--- config.mk ---
export PLATFORM = sky130hd
export DESIGN_NAME = sprite_scaler_renderer
export DESIGN_NICKNAME = d
export VERILOG_FILES = /design/src/rtl/sprite_scaler_renderer.sv
export SDC_FILE = /design/constraint.sdc
export NUM_CORES = 1
export LEC_CHECK = 0
export CAP_MARGIN = 20
export CORE_MARGIN = 3
export CORE_UTILIZATION = 35
export CTS_CLUSTER_SIZE = 14
export DETAILED_ROUTE_END_ITERATION = 12
export HOLD_SLACK_MARGIN = 0.15
export PLACE_DENSITY = 0.77
export SYNTH_ARGS = -nofsm -noshare
export SYNTH_HDL_FRONTEND = slang
export SYNTH_SLANG_ARGS = --single-unit
--- constraint.sdc ---
create_clock -name vga_clk -period 3.52 [get_ports vga_clk]
set_clock_uncertainty 0.15 [all_clocks]
set_input_delay 0.352 -clock vga_clk [delete_from_list [all_inputs] [get_ports vga_clk]]
set_output_delay 0.352 -clock vga_clk [all_outputs]
set_load 0.02 [all_outputs]
--- src/rtl/sprite_scaler_renderer.sv ---
// Three-stage sprite renderer: box test and ROM addressing, palette index register,
// then transparency and background resolution into a registered pixel colour.
module sprite_scaler_renderer #(
    parameter int SPR_W      = 64,
    parameter int SPR_H      = 48,
    parameter int SCALE_LOG2 = 3,
    parameter int IDX_W      = 4,
    parameter bit TRANSP_EN  = 1'b1,
    parameter int TRANSP_IDX = 0,
    parameter int V_ACTIVE   = 480,
    parameter int ADDR_W     = $clog2(SPR_W * SPR_H)
) (
    input  logic              vga_clk,
    input  logic              reset,
    input  logic [9:0]        DrawX,
    input  logic [9:0]        DrawY,
    input  logic              blank,
    input  logic [9:0]        pos_x,
    input  logic [9:0]        pos_y,
    input  logic              enable,
    input  logic [3:0]        bg_red,
    input  logic [3:0]        bg_green,
    input  logic [3:0]        bg_blue,
    output logic [ADDR_W-1:0] rom_addr,
    input  logic [IDX_W-1:0]  rom_q,
    output logic [IDX_W-1:0]  pal_index,
    input  logic [3:0]        pal_red,
    input  logic [3:0]        pal_green,
    input  logic [3:0]        pal_blue,
    output logic [3:0]        red,
    output logic [3:0]        green,
    output logic [3:0]        blue,
    output logic              opaque
);

    localparam int BOX_W = SPR_W << SCALE_LOG2;
    localparam int BOX_H = SPR_H << SCALE_LOG2;

    logic [9:0]        r_px;
    logic [9:0]        r_py;
    logic              r_en;

    logic [ADDR_W-1:0] r_rom_addr;
    logic              r_inbox_1;
    logic              r_blank_1;

    logic [IDX_W-1:0]  r_q_2;
    logic              r_inbox_2;
    logic              r_blank_2;

    logic [3:0]        r_red;
    logic [3:0]        r_green;
    logic [3:0]        r_blue;
    logic              r_opaque;

    logic              w_latch;
    logic signed [11:0] w_dx;
    logic signed [11:0] w_dy;
    logic              w_inbox;
    int                w_col;
    int                w_row;
    logic [ADDR_W-1:0] w_addr;
    logic              w_transp;
    logic              w_draw;

    // Position is only sampled once per frame, on the first blanked line.
    assign w_latch = (DrawY == 10'(V_ACTIVE)) && (DrawX == 10'd0);

    always_ff @(posedge vga_clk or posedge reset) begin
        if (reset) begin
            r_px <= '0;
            r_py <= '0;
            r_en <= 1'b0;
        end else if (w_latch) begin
            r_px <= pos_x;
            r_py <= pos_y;
            r_en <= enable;
        end
    end

    // Zero-extended 12-bit difference: sign bit set means left of / above the sprite.
    assign w_dx = signed'({2'b00, DrawX}) - signed'({2'b00, r_px});
    assign w_dy = signed'({2'b00, DrawY}) - signed'({2'b00, r_py});

    always_comb begin
        w_inbox = 1'b0;
        w_col   = 0;
        w_row   = 0;
        w_addr  = '0;
        w_inbox = r_en && !w_dx[11] && !w_dy[11]
                  && (int'(w_dx) < BOX_W) && (int'(w_dy) < BOX_H);
        w_col   = int'(w_dx) >>> SCALE_LOG2;
        w_row   = int'(w_dy) >>> SCALE_LOG2;
        if (w_inbox) begin
            w_addr = ADDR_W'(w_row * SPR_W + w_col);
        end
    end

    always_ff @(posedge vga_clk or posedge reset) begin
        if (reset) begin
            r_rom_addr <= '0;
            r_inbox_1  <= 1'b0;
            r_blank_1  <= 1'b0;
        end else begin
            r_rom_addr <= w_addr;
            r_inbox_1  <= w_inbox;
            r_blank_1  <= blank;
        end
    end

    always_ff @(posedge vga_clk or posedge reset) begin
        if (reset) begin
            r_q_2     <= '0;
            r_inbox_2 <= 1'b0;
            r_blank_2 <= 1'b0;
        end else begin
            r_q_2     <= rom_q;
            r_inbox_2 <= r_inbox_1;
            r_blank_2 <= r_blank_1;
        end
    end

    assign w_transp = TRANSP_EN && (r_q_2 == IDX_W'(TRANSP_IDX));
    assign w_draw   = r_inbox_2 && !w_transp;

    always_ff @(posedge vga_clk or posedge reset) begin
        if (reset) begin
            r_red    <= '0;
            r_green  <= '0;
            r_blue   <= '0;
            r_opaque <= 1'b0;
        end else if (!r_blank_2) begin
            r_red    <= '0;
            r_green  <= '0;
            r_blue   <= '0;
            r_opaque <= 1'b0;
        end else if (w_draw) begin
            r_red    <= pal_red;
            r_green  <= pal_green;
            r_blue   <= pal_blue;
            r_opaque <= 1'b1;
        end else begin
            r_red    <= bg_red;
            r_green  <= bg_green;
            r_blue   <= bg_blue;
            r_opaque <= 1'b0;
        end
    end

    assign rom_addr  = r_rom_addr;
    assign pal_index = r_q_2;
    assign red       = r_red;
    assign green     = r_green;
    assign blue      = r_blue;
    assign opaque    = r_opaque;

endmodule

# After elaboration in Yosys (flattened, before gate mapping)
# Cells that the tools add are included.
# op_classes
n_addsub	3
n_eq_ne	1
order_cmp	2
mux	9
n_reduce_logical	11
# ops
op	n
$mux 4	6
$sub 10x10->11	2
$add 12x8->12	1
$mux 12	1
$lt 11x10->1 const B	1
$lt 11x11->1 const B	1
$eq 10x9->1 const B	1
$logic_not 10->1	1
$logic_and 1x1->1	6
$logic_not 4->1	1
$logic_not 1->1	3
$mux 1	2
# totals
reg_bits	54
inputBits	72
out_inout_bits	29

# Longest topological paths before layout
# logic_depth
depth_word	7
depth_mapped	16
mapped_depth_nobuf	16

# Worst setup path after synthesis
# No wires, ideal clock.
# synth_timing
path_kind	input port to flip-flop
start	input DrawX[7]
end	register r_rom_addr[11] (netlist: rom_addr[11])
t_arrival_ns	3.182
setup_time_ns	0.111
t_required_ns	3.259
path_stages	14
n_path_buf	0
path_slack_ns	0.076
path_cell_list	ha_1 -> a21o_1 -> a21oi_1 -> o21ai_0 -> a21o_1 -> a21oi_1 -> ha_1 -> a21oi_1 -> o211ai_1 -> a21oi_1 -> o21a_1 -> o21ai_0 -> a211o_1 -> a2111oi_2
# synth_via
elab_chain_cells	7
# synth_rtl
item	line_no	rtl
from (decl)	15	input logic [9:0] DrawX,
$sub 10x10->11 *	82	assign w_dx = signed'({2'b00, DrawX}) - signed'({2'b00, r_px});
parallel branches: the longest is 5 deep, another holds $lt 11x11->1	--	
$mux 12 *	94	if (w_inbox) begin
net w_addr[11]	62	logic [ADDR_W-1:0] w_addr;
to (signal assigned)	105	r_rom_addr <= w_addr;
to (decl)	43	logic [ADDR_W-1:0] r_rom_addr;
# Mark *: on every way through the listed nets, which the timed path passes.
# A chain may end at the register's enable or synchronous reset.

# Worst setup path in the final report
# layout_timing
start	register r_px[1]
end	register r_rom_addr[11] (netlist: rom_addr[11])
# layout_via
elab_chain_cells	7
# layout_rtl
item	line_no	rtl
from (decl)	39	logic [9:0] r_px;
from (signal assigned)	75	r_px <= pos_x;
$sub 10x10->11 *	82	
parallel branches: the longest is 5 deep, another holds $lt 11x11->1	--	
$mux 12 *	94	
net w_addr[11]	62	
# Marks and branches as above.

==> results.toml <==
[die]
die-area_mm2 = 0.009198
fp.coreArea_mm2 = 0.007767
ios = 101
num_rows = 32
dieWidth_um = 95.91
die_y_um = 95.91
start_util_pct = 36.42

[pwr]
p_leak_uw = 0.002036
ir_worst_vdd_mv = 0.1888
p_per_area_mw_per_mm2 = 288.3

[global_routing]
grt_max_degree = 31
grt_overflow = 0
grt_usage_pct = 15.26
antenna_found_initial = 0
grt_pass1_wl_mm = 11.13
first_global_vias = 2528

[logic_synthesis]
synthCells = 287
async_flop_share_pct = 100.0
avgSynthCellArea_um2 = 9.857
yosysSeqAreaShare_pct = 47.77
ys_warn_count = 0
ys_ff_latch = 54
syn_area_mm2 = 0.002829
synth_cell_types = 40
synth-edff-count = 0
ys.flop_type = "dfrtp_1"
synthesis.nets = 383

[setup_path]
startpoint_type = "flip-flop"
cp.required_ps = 3570
crit_type = "flip-flop to flip-flop"
end_kind = "flip-flop"
critPathMaxFanout = 4
arrival_ps = 3500

[clock_tree]
path_clk_slew_ps = 100
cts.sink_count = 54
cts-root-buf = "clkbuf_8"
cts_tree = "yes"
htree_levels = 2
numCtsBuffers = 5
hold_buffers = 0
cts_buffer_depth = 2
clkLatencyLatePin_ps = 300

[drt]
wl_per_cell_um = 13.24
num_vias = 2546
top_layer = "met4"
drt_iter0_markers = 91
routed-wl-met3_um = 668
drc = 0
wl_met2_mm = 3.281
m1WireLength_mm = 2.949
drt_wl_total_mm = 7.017
dr.pass1.iters = 4
avgViaCountPerCell = 4.804
drt.antenna.violating_nets = 0

[timing]
worst_pin_slew_ps = 540.4
setup_viol = 0
max_freq_ghz = 0.2901
rsz0062_at_grt = "true"
hold_violations = 0
slew_viol_final = 0
max_slew_margin_pct = 63.58
period_share_pct = 97.92
finalCriticalPeriod_ps = 3447
hold_ws_ps = 209.7

[run]
cap_violations = 0

[placement]
placed_cells = 516
place.gp.congestion = 0.8710
hpwl_mm = 5.507
port_buffers = 100

[min_path]
min_path_type = "flip-flop to flip-flop"

[finish]
final_nets = 523
diodes = 0
fillerInstances = 661
multi_input_area_mm2 = 0.001465
area.growth.synth_to_final_pct = 57.59
final_cells = 530
final-seq-area_mm2 = 0.001351
drive_above_1_share_pct = 15.89

[status]
status = "finished clean"
## kinds of logic after synthesis
kind of cell               synth area share, %
adders and majority gates                10.88
AOI/OAI and AO/OA                        16.32
muxes                                    1.150
DFF                                      47.77
buffers and inverters                    4.114
and+or+nand+nor                          14.82
xor gates and xnor gates                 4.954
## cell usage in the layout, fill, tap and decap left out, types with 4 or more instances in the layout
cell type | Yosys | layout
a21oi_1 | 13 | 9
and2_1 | 12 | 12
xor2_1 | 7 | 7
ha_1 | 23 | 18
a21boi_0 | 12 | 12
dfrtp_1 | 54 | 54
clkbuf_8 | 0 | 5
ha_4 | 0 | 4
a21oi_2 | 0 | 4
nand2_1 | 53 | 52
clkdlybuf4s50_1 | 0 | 99
o21ai_0 | 24 | 21
nor2_1 | 4 | 4
inv_1 | 22 | 20
a21o_1 | 4 | 4
xnor2_1 | 9 | 9
nand3_1 | 4 | 4
buf_4 | 1 | 39
## flip-flops by register name, indices dropped and copies added (netlist names)
| name | flops |
|---|---|
| r_px | 10 |
| r_blank_1 | 1 |
| blue | 4 |
| r_blank_2 | 1 |
| r_py | 10 |
| r_inbox_2 | 1 |
| red | 4 |
| rom_addr | 12 |
| pal_index | 4 |
| r_inbox_1 | 1 |
| opaque | 1 |
| r_en | 1 |
| green | 4 |
## per-layer routing
layer	track usage, %	up-vias
met5	0	-
met2	26.23	101
li1	-	1256
met1	18.97	1177
met4	4.147	0
met3	3.909	12
## repair_timing
| action | in CTS | in global routing |
|---|---|---|
| gates resized for setup | 0 | 18 |
| setup buffers | 0 | 5 |
| setup endpoints to repair | 0 | 1 |
## critical path, stage by stage, from the launching register on
cell	delay, ps
dfrtp_1	390
inv_2	80
ha_4	200
a21o_1	190
o31a_1	300
a21o_1	210
a21oi_1	120
buf_4	170
ha_4	210
a21oi_2	160
o211ai_1	120
a21oi_2	150
o21a_1	140
o21ai_2	70
a211o_1	340
a2111oi_4	350
## stage by stage
step | setup slack, ps | TNS, ps | cell area, um^2 | power [uW] | utilization, %
2_1_floorplan | 76.30 | 0 | 2829 | 728.0 | -
3_3_place_gp | -186.3 | -186.3 | 4193 | 870.2 | 53.98
3_5_place_dp | -294.6 | -306.0 | 4213 | 876.0 | 54.24
4_1_cts | 23.97 | 0 | 4323 | 1295 | 55.65
5_1_grt | -75.79 | -75.79 | 4458 | 1349 | 57.39
6_report | 73.06 | 0 | 4458 | 1285 | 57.39
## layout make-up
| type | count | share of cell area, % |
|---|---|---|
| Inverter | 22 | 1.852 |
| Sequential cell | 54 | 30.31 |
| Multi-Input combinational cell | 203 | 32.87 |
| Timing Repair Buffer | 141 | 29.64 |
| Clock inverter | 2 | 0.8420 |
| Tap cell | 102 | 2.863 |
| Clock buffer | 6 | 1.628 |
## power by group
part	switching (uW)	internal (uW)
combinational	91.9	146
sequential	5.71	630
clock	199	212
## Yosys cell counts (2+ instances only)
master	number	share of area [%]
a2111oi_2	2	1.1
a211o_1	3	0.93
a21boi_0	12	3.2
a21o_1	4	1.1
a21oi_1	13	2.3
and2_1	12	2.7
clkbuf_1	7	0.93
dfrtp_1	54	48
ha_1	23	10
inv_1	22	2.9
mux2_2	2	0.80
nand2_1	53	7.0
nand2b_1	3	0.66
nand3_1	4	0.71
nor2_1	4	0.53
nor2b_1	3	0.66
nor3_1	3	0.53
nor4_1	2	0.44
o21a_1	2	0.53
o21ai_0	24	4.2
or4_1	2	0.53
xnor2_1	9	2.8
xor2_1	7	2.2
## final timing paths
| path | startpoint | end | slack (ps) | cells past startpoint |
|---|---|---|---|---|
| worst max-delay path | r_px[1]$_DFFE_PP0P_ | rom_addr[11]$_DFF_PP0_ | 70 | 15 |
| worst min-delay path | r_blank_1$_DFF_PP0_ | r_blank_2$_DFF_PP0_ | 210 | 0 |
| worst max register to register | r_px[1]$_DFFE_PP0P_ | rom_addr[11]$_DFF_PP0_ | 70 | 15 |
| worst min register to register | r_blank_1$_DFF_PP0_ | r_blank_2$_DFF_PP0_ | 210 | 0 |
| max in group asynchronous | reset | r_py[7]$_DFFE_PP0P_ | 2420 | 3 |
| min in group asynchronous | reset | r_blank_2$_DFF_PP0_ | 260 | 2 |
Power figures use the tool's default switching activity.
